[src/rtl/mem_port_arbiter_pkg.sv]
// Shared types for the unified memory port arbiter: FSM state encoding and the
// registered memory request (struct fields are sized to the package defaults).
package mem_port_arbiter_pkg;

   localparam int DEF_D_SIZE = 32;
   localparam int DEF_ADDR_W = 32;
   localparam int WIN_W      = 4;

   typedef enum logic [1:0] {
      IDLE,
      BUSY_IF,
      BUSY_D,
      RESP
   } arb_state_t;

   typedef struct packed {
      logic                  we;
      logic [DEF_ADDR_W-1:0] addr;
      logic [DEF_D_SIZE-1:0] wdata;
   } mem_req_t;

endpackage

[src/rtl/mem_arb_grant.sv]
// Grant decision between fetch and data requests, plus the fairness counter
// that forces a fetch grant after MAX_DATA_WINS data wins while fetch waits.
module mem_arb_grant
   import mem_port_arbiter_pkg::*;
#(
   parameter int MAX_DATA_WINS = 4
) (
   input  logic             clk,
   input  logic             reset,
   input  logic             idle,
   input  logic             if_req,
   input  logic             d_req,
   output logic             grant_if,
   output logic             grant_d,
   output logic [WIN_W-1:0] win_cnt
);

   localparam logic [WIN_W-1:0] MAX_WINS = WIN_W'(MAX_DATA_WINS);

   logic [WIN_W-1:0] win_cnt_reg;
   logic [WIN_W-1:0] win_cnt_next;
   logic             fetch_forced;

   always_comb begin
      fetch_forced = if_req && (win_cnt_reg == MAX_WINS);
      grant_d      = idle && d_req && !fetch_forced;
      grant_if     = idle && if_req && !grant_d;
      win_cnt_next = win_cnt_reg;
      if (grant_if) begin
         win_cnt_next = '0;
      end else if (grant_d) begin
         // Only data wins taken while fetch is actually waiting count against it.
         if (!if_req) begin
            win_cnt_next = '0;
         end else if (win_cnt_reg != MAX_WINS) begin
            win_cnt_next = win_cnt_reg + 1'b1;
         end
      end
   end

   always_ff @(posedge clk) begin
      if (reset) begin
         win_cnt_reg <= '0;
      end else begin
         win_cnt_reg <= win_cnt_next;
      end
   end

   assign win_cnt = win_cnt_reg;

endmodule

[src/rtl/mem_port_arbiter.sv]
// Shares one single-port memory between fetch and data requesters.
// Defining MEM_ARB_STATS_EN adds the stat_conflicts / stat_if_stall counters.
module mem_port_arbiter
   import mem_port_arbiter_pkg::*;
#(
   parameter int D_SIZE        = DEF_D_SIZE,
   parameter int ADDR_W        = DEF_ADDR_W,
   parameter int MAX_DATA_WINS = 4
) (
   input  logic              clk,
   input  logic              reset,
   input  logic              if_req,
   input  logic [ADDR_W-1:0] if_addr,
   output logic [D_SIZE-1:0] if_rdata,
   output logic              if_done,
   input  logic              d_req,
   input  logic              d_we,
   input  logic [ADDR_W-1:0] d_addr,
   input  logic [D_SIZE-1:0] d_wdata,
   output logic [D_SIZE-1:0] d_rdata,
   output logic              d_done,
   output logic              stall_if,
   output logic              stall_mem,
   output logic              mem_req,
   output logic              mem_we,
   output logic [ADDR_W-1:0] mem_addr,
   output logic [D_SIZE-1:0] mem_wdata,
   input  logic [D_SIZE-1:0] mem_rdata,
   input  logic              mem_ready
`ifdef MEM_ARB_STATS_EN
   ,
   output logic [31:0]       stat_conflicts,
   output logic [31:0]       stat_if_stall
`endif
);

   arb_state_t        state_reg;
   arb_state_t        state_next;
   mem_req_t          req_reg;
   logic              mem_req_reg;
   logic [D_SIZE-1:0] if_rdata_reg;
   logic [D_SIZE-1:0] d_rdata_reg;
   logic              if_done_reg;
   logic              d_done_reg;
   logic              idle;
   logic              grant_if;
   logic              grant_d;
   logic [WIN_W-1:0]  win_cnt;
   logic              busy_done;

   assign idle      = (state_reg == IDLE);
   assign busy_done = mem_ready && ((state_reg == BUSY_IF) || (state_reg == BUSY_D));

   mem_arb_grant #(
      .MAX_DATA_WINS(MAX_DATA_WINS)
   ) u_grant (
      .clk     (clk),
      .reset   (reset),
      .idle    (idle),
      .if_req  (if_req),
      .d_req   (d_req),
      .grant_if(grant_if),
      .grant_d (grant_d),
      .win_cnt (win_cnt)
   );

   always_comb begin
      state_next = state_reg;
      unique case (state_reg)
         IDLE: begin
            if (grant_d) begin
               state_next = BUSY_D;
            end else if (grant_if) begin
               state_next = BUSY_IF;
            end
         end
         BUSY_IF, BUSY_D: begin
            if (mem_ready) begin
               state_next = RESP;
            end
         end
         RESP:    state_next = IDLE;
         default: state_next = IDLE;
      endcase
   end

   always_ff @(posedge clk) begin
      if (reset) begin
         state_reg    <= IDLE;
         req_reg      <= '0;
         mem_req_reg  <= 1'b0;
         if_rdata_reg <= '0;
         d_rdata_reg  <= '0;
         if_done_reg  <= 1'b0;
         d_done_reg   <= 1'b0;
      end else begin
         state_reg   <= state_next;
         if_done_reg <= mem_ready && (state_reg == BUSY_IF);
         d_done_reg  <= mem_ready && (state_reg == BUSY_D);
         if (grant_d) begin
            req_reg.we    <= d_we;
            req_reg.addr  <= d_addr;
            req_reg.wdata <= d_wdata;
            mem_req_reg   <= 1'b1;
         end else if (grant_if) begin
            req_reg.we   <= 1'b0;
            req_reg.addr <= if_addr;
            mem_req_reg  <= 1'b1;
         end
         if (busy_done) begin
            mem_req_reg <= 1'b0;
            req_reg.we  <= 1'b0;
            if (state_reg == BUSY_IF) begin
               if_rdata_reg <= mem_rdata;
            end else if (!req_reg.we) begin
               d_rdata_reg <= mem_rdata;
            end
         end
      end
   end

   assign mem_req   = mem_req_reg;
   assign mem_we    = req_reg.we;
   assign mem_addr  = req_reg.addr;
   assign mem_wdata = req_reg.wdata;
   assign if_rdata  = if_rdata_reg;
   assign d_rdata   = d_rdata_reg;
   assign if_done   = if_done_reg;
   assign d_done    = d_done_reg;
   assign stall_if  = if_req && !if_done_reg;
   assign stall_mem = d_req && !d_done_reg;

`ifdef MEM_ARB_STATS_EN
   logic [31:0] stat_conflicts_reg;
   logic [31:0] stat_if_stall_reg;

   always_ff @(posedge clk) begin
      if (reset) begin
         stat_conflicts_reg <= '0;
         stat_if_stall_reg  <= '0;
      end else begin
         if (idle && if_req && d_req) begin
            stat_conflicts_reg <= stat_conflicts_reg + 32'd1;
         end
         if (stall_if) begin
            stat_if_stall_reg <= stat_if_stall_reg + 32'd1;
         end
      end
   end

   assign stat_conflicts = stat_conflicts_reg;
   assign stat_if_stall  = stat_if_stall_reg;
`endif

endmodule

[config.mk]
export PLATFORM = sky130hd
export DESIGN_NAME = mem_port_arbiter
export DESIGN_NICKNAME = d
export VERILOG_FILES = /design/src/rtl/mem_port_arbiter_pkg.sv /design/src/rtl/mem_arb_grant.sv /design/src/rtl/mem_port_arbiter.sv
export SDC_FILE = /design/constraint.sdc
export NUM_CORES = 1
export LEC_CHECK = 0
export ABC_AREA = 1
export CAP_MARGIN = 40
export CELL_PAD_IN_SITES_DETAIL_PLACEMENT = 0
export CELL_PAD_IN_SITES_GLOBAL_PLACEMENT = 2
export CORE_MARGIN = 2
export CORE_UTILIZATION = 22
export DETAILED_ROUTE_END_ITERATION = 16
export PLACE_DENSITY = 0.8
export SETUP_SLACK_MARGIN = 0.4
export SLEW_MARGIN = 20
export SYNTH_ARGS = -nofsm -noshare
export SYNTH_HDL_FRONTEND = slang
export SYNTH_HIERARCHICAL = 1
export SYNTH_SLANG_ARGS = --single-unit
[constraint.sdc]
create_clock -name clk -period 4.1 [get_ports clk]
set_input_delay 0.41 -clock clk [delete_from_list [all_inputs] [get_ports clk]]
set_output_delay 0.41 -clock clk [all_outputs]
set_load 0.05 [all_outputs]
# Word level (Yosys, flattened, before mapping)
# Index checks and enable logic that the tools add are counted.
# op_classes
n_addsub	1
n_eq_ne	8
mux	10
bitwise_logic	2
reduce_logical	24
# op_table
op	n
$mux 33	2
$logic_and 1x1->1	10
$mux 4	2
$mux 2	3
$pmux 2 s3	1
$reduce_and 2->1	3
$reduce_or 2->1	3
$add 4x1->4 const B	1
$eq 2x2->1 const B	2
$eq 4x3->1 const B	1
$logic_not 1->1	4
$ne 4x3->1 const B	1
$ne 3x3->1 const B	1
$reduce_and 3->1	1
$eq 2x1->1 const B	1
$logic_not 2->1	1
$mux 1	2
$ne 2x1->1 const B	1
$ne 2x2->1 const B	1
$not 1->1	2
$reduce_bool 2->1	1
$logic_or 1x1->1	1
# word_totals
regBits	138
input_bits	134
output_inout_bits	134
word_cells	55

# Depth between registers and ports, before layout
# depth
word_depth	9
depth_mapped	15
ltp_nobuf	14

# Hierarchy
# Netlist, hierarchy kept.
# modules_own_cells
module	instances	cells_each	area_per_inst_um2	seq_area_each_um2
mem_port_arbiter	1	704	5157.4	2682.6
mem_arb_grant	1	49	317.8	80.1

# Worst setup path after synthesis
# No wires, ideal clock.
# synth_timing
path_kind	register to register
startpoint	reg state_reg[0]
endpoint	reg req_reg (netlist bit mem_addr[11])
setup_ps	110
arrival_time_ps	1527
required_time_ps	3990
path_slack_ps	2463
stages_incl_launch_ff	14
n_path_buf	3
period_less_slack_ps	1637
path_cell_list	dfxtp_1 > inv_1 > ha_1 > nand2_1 > inv_1 > nand2_4 > inv_1 > buf_6 > buf_4 > buf_4 > nand2_1 > nand3_1 > nand2_1 > inv_1
# synth_between
elab_chain_cells	6
word_cells_on_any_way	8
cone_classes	mux: 1; reduce/logical: 7
# synth_rtl
element	line_no	text
start, declared	mem_port_arbiter.sv:37	arb_state_t state_reg;
start signal, assigned	mem_port_arbiter.sv:97	state_reg <= state_next;
$logic_not 2->1 *	mem_port_arbiter.sv:51	assign idle = (state_reg == IDLE);
net idle	mem_port_arbiter.sv:45	logic idle;
$logic_and 1x1->1 * (2 in a row)	mem_arb_grant.sv:26	grant_d = idle && d_req && !fetch_forced;
net grant_d	mem_port_arbiter.sv:47	logic grant_d;
$logic_not 1->1	mem_arb_grant.sv:27	grant_if = idle && if_req && !grant_d;
$logic_and 1x1->1	mem_arb_grant.sv:27	
$reduce_bool 2->1 (no line)	--	
end, declared	mem_port_arbiter.sv:39	mem_req_t req_reg;
# The timed path passes the listed nets; every way through them passes the cells marked *.
# A chain may end at the register's enable or synchronous reset.

# Worst setup path in the final report
# layout_timing
startpoint	reg state_reg[0]
endpoint	reg state_reg[1]
# layout_between
elab_chain_cells	7
word_cells_on_any_way	15
cone_classes	eq/ne: 5; mux: 2; reduce/logical: 8
# layout_rtl
element	line_no
$logic_not 2->1 *	mem_port_arbiter.sv:51
net idle	mem_port_arbiter.sv:45
$logic_and 1x1->1 * (2 in a row)	mem_arb_grant.sv:26
net grant_d	mem_port_arbiter.sv:47
$logic_not 1->1	mem_arb_grant.sv:27
$logic_and 1x1->1	mem_arb_grant.sv:27
$ne 3x3->1 (no line)	--
$reduce_and 2->1 (no line)	--
# Marks and branches as above.

==> summary.txt <==
Job
  – Max-cap violation count: 0

Clock tree
  – Skew-Pair Late Insertion Delay: 0.42 ns
  – Clock Root Buffer: clkbuf_16
  – Maximum clock insertion buffer count: 2
  – Num CTS Buffers: 17
  – Htree depth: 4
  – CTS-repair resized insts: 0
  – CTS clk-pin slew, worst paths: 0.06 ns
  – TritonCTS clock tree: built
  – Setup bufs post-CTS: 0
  – Clk sinks: 138
  – Hold_buf cts: 0

Critical path
  – Kind of end point of the critical path: register
  – Critical path peak fanout: 37
  – CP arrival: 2.86 ns
  – Crit path capture: state_reg[1]$_SDFFE_PP0P_
  – R2R depth: 12
  – Startpoint Class: register
  – Reg2reg start: state_reg[0]$_SDFFE_PP0P_
  – R2r setup slk: 1.60 ns
  – CP Launch Point: state_reg[0]$_SDFFE_PP0P_
  – R2r endpoint: state_reg[1]$_SDFFE_PP0P_
  – WP data required: 4.46 ns
  – CP Class: reg -> reg

Timing
  – Total negative setup slack: 0 ns
  – Final Skew: 0.0126 ns
  – RSZ-0062 raised after global routing: no
  – Max-slew violation count: 0
  – Post-route clock period utilization: 61.1%
  – Final setup viols: 0
  – FMAX: 399 MHz
  – Crit path time final: 2.50 ns
  – Final Hold Viols: 0
  – Worst slew margin: 45.5%
  – Tightest Pin Transition: 0.815 ns
  – Hold slack: 0.452 ns

Floorplan
  – Rows: 57
  – Ports: 268
  – Die X: 162 um
  – Core area: 0.0244 mm^2
  – Die H: 162 um
  – Die ar.: 0.0262 mm^2
  – Initial Util: 22.4%

Place
  – Port bufs: 267
  – Cell total after placement: 1306
  – Post-detail-place hpwl: 13200 um
  – RePlAce Congestion: 0.772

Final layout
  – Storage element area: 0.00276 mm^2
  – Footprint of the multi-input gates: 0.00222 mm^2
  – Final Util: 36.7%
  – Final net count: 1140
  – Final std cells w/o fill: 1338
  – Share of cells above drive strength 1: 5.62%
  – Most common cell after layout, fill and taps aside: clkdlybuf4s50_1
  – Layout area overhead: 63.6%
  – # diodes: 0
  – Most frequent cells in the layout: clkdlybuf4s50_1 (267), nor2_1 (203), nand2_1 (150)
  – # fillers: 2604

Synthesis
  – Mapped Area: 0.00548 mm^2
  – Ys Warns: 6
  – Netlist cell types: 23
  – Synth area leaders: dfxtp_1 (50%), nor2_1 (14%), nand2_1 (10%), o21ai_0 (6.9%), inv_1 (3.7%)
  – Synth top area share: 50.5%
  – Synthesized net count: 892
  – Seq/Total Area, Yosys: 50.5%
  – Synth Area per Inst: 7.27 um^2
  – Cells after Synth: 753
  – Post-synthesis register bit count: 138
  – Synth area leader: dfxtp_1

Power
  – Pleak: 0.00385 uW
  – Maximum VDD drop: 0.259 mV
  – Power per cell area: 693 mW/mm^2
  – Pwr Total: 6210 uW

Detailed routing
  – Top sig layer: met4
  – Met2 routed WL: 8190 um
  – Vias per inst: 4.11
  – WL per Instance: 14.4 um
  – Post-route ant nets: 0
  – M1 wire length: 8740 um
  – DR WL met3: 2080 um
  – Initial drt markers: 344
  – Drt drc: 0
  – Total number of vias: 5500
  – Wirelength, routed: 19300 um
  – Pre-Repair DR Iteration Count: 4

GRT
  – Total congestion overflow: 0
  – Tot GR Track Use: 14.5%
  – Largest net degree at the start of global routing: 55
  – First-pass GRT wire length: 29700 um
  – Initial antenna violation count: 0
  – Number of global-route vias before repair: 5420

Hold path
  – Tightest Hold Check Type: reg -> reg

Status
  – Status: completed
[cell families after synthesis]
group                    count (synthesis)  synth area share, %
flip-flops                             138                 50.5
AND/OR/NAND/NOR                        404                 29.6
adder cells (fa/ha/maj)                  5                 1.14
AO/OA/AOI/OAI                          104                 9.71
buffers and inverters                  102                 9.07
[worst min-delay path by stage]
| stage | startpoint | end | slack, ns | depth (start not counted) |
|---|---|---|---|---|
| finish | mem_req$_SDFFE_PP0P_ | mem_req$_SDFFE_PP0P_ | 0.45 | 2 |
| global route | mem_req$_SDFFE_PP0P_ | mem_req$_SDFFE_PP0P_ | 0.49 | 2 |
| floorplan | reset | d_done$_SDFF_PP0_ | 0.48 | 1 |
| CTS | mem_req$_SDFFE_PP0P_ | mem_req$_SDFFE_PP0P_ | 0.46 | 2 |
| detailed placement | mem_req$_SDFFE_PP0P_ | mem_req$_SDFFE_PP0P_ | 0.45 | 2 |
| global placement | mem_req$_SDFFE_PP0P_ | mem_req$_SDFFE_PP0P_ | 0.44 | 2 |
[worst max-delay path, stage by stage, from the launching register on]
cell and delay [ns]:
dfxtp_1 0.31, inv_1 0.11, ha_1 0.25, nand2_1 0.08, inv_1 0.16, nand2_4 0.10, inv_2 0.50, inv_2 0.44
nand3_1 0.16, nand2_1 0.11, nand2_1 0.08, nand2_1 0.04, nor2_1 0.10
[cells in the mapped netlist, drive strengths merged]
master    n
dfxtp   138
nor3      1
clkbuf   12
a21oi     6
nand3    37
ha        5
inv      59
buf      31
nand4     3
o21ai    98
nand2   156
nor2    207
[per-layer routing]
| metal | GRT usage (%) | vias to the layer above |
|---|---|---|
| met5 | 0 | - |
| met3 | 6.64 | 17 |
| met1 | 18.0 | 2429 |
| met4 | 4.47 | 0 |
| met2 | 22.6 | 224 |
| li1 | - | 2830 |
[through the flow]
stage	setup WS, ns	cell area (um^2)
finish	1.60	8960
detailed placement	1.29	8340
floorplan	2.46	5480
global route	1.31	8960
CTS	1.54	8960
global placement	1.26	8310
[cell type report]
class / instances / area share, %
Tap cell: 324 / 4.52
Clock buffer: 18 / 4.90
Inverter: 59 / 2.49
Sequential cell: 138 / 30.8
Timing Repair Buffer: 272 / 30.5
Clock inverter: 14 / 2.05
Multi-Input combinational cell: 513 / 24.7
[power by group]
part | total (uW) | leakage (uW) | internal, uW | switching, uW
clock | 1650 | 0.000304 | 990 | 664
sequential | 1810 | 0.00113 | 1650 | 159
combinational | 2750 | 0.00241 | 886 | 1860
total | 6210 | 0.00385 | 3530 | 2680
Power figures use the tool's default switching activity.
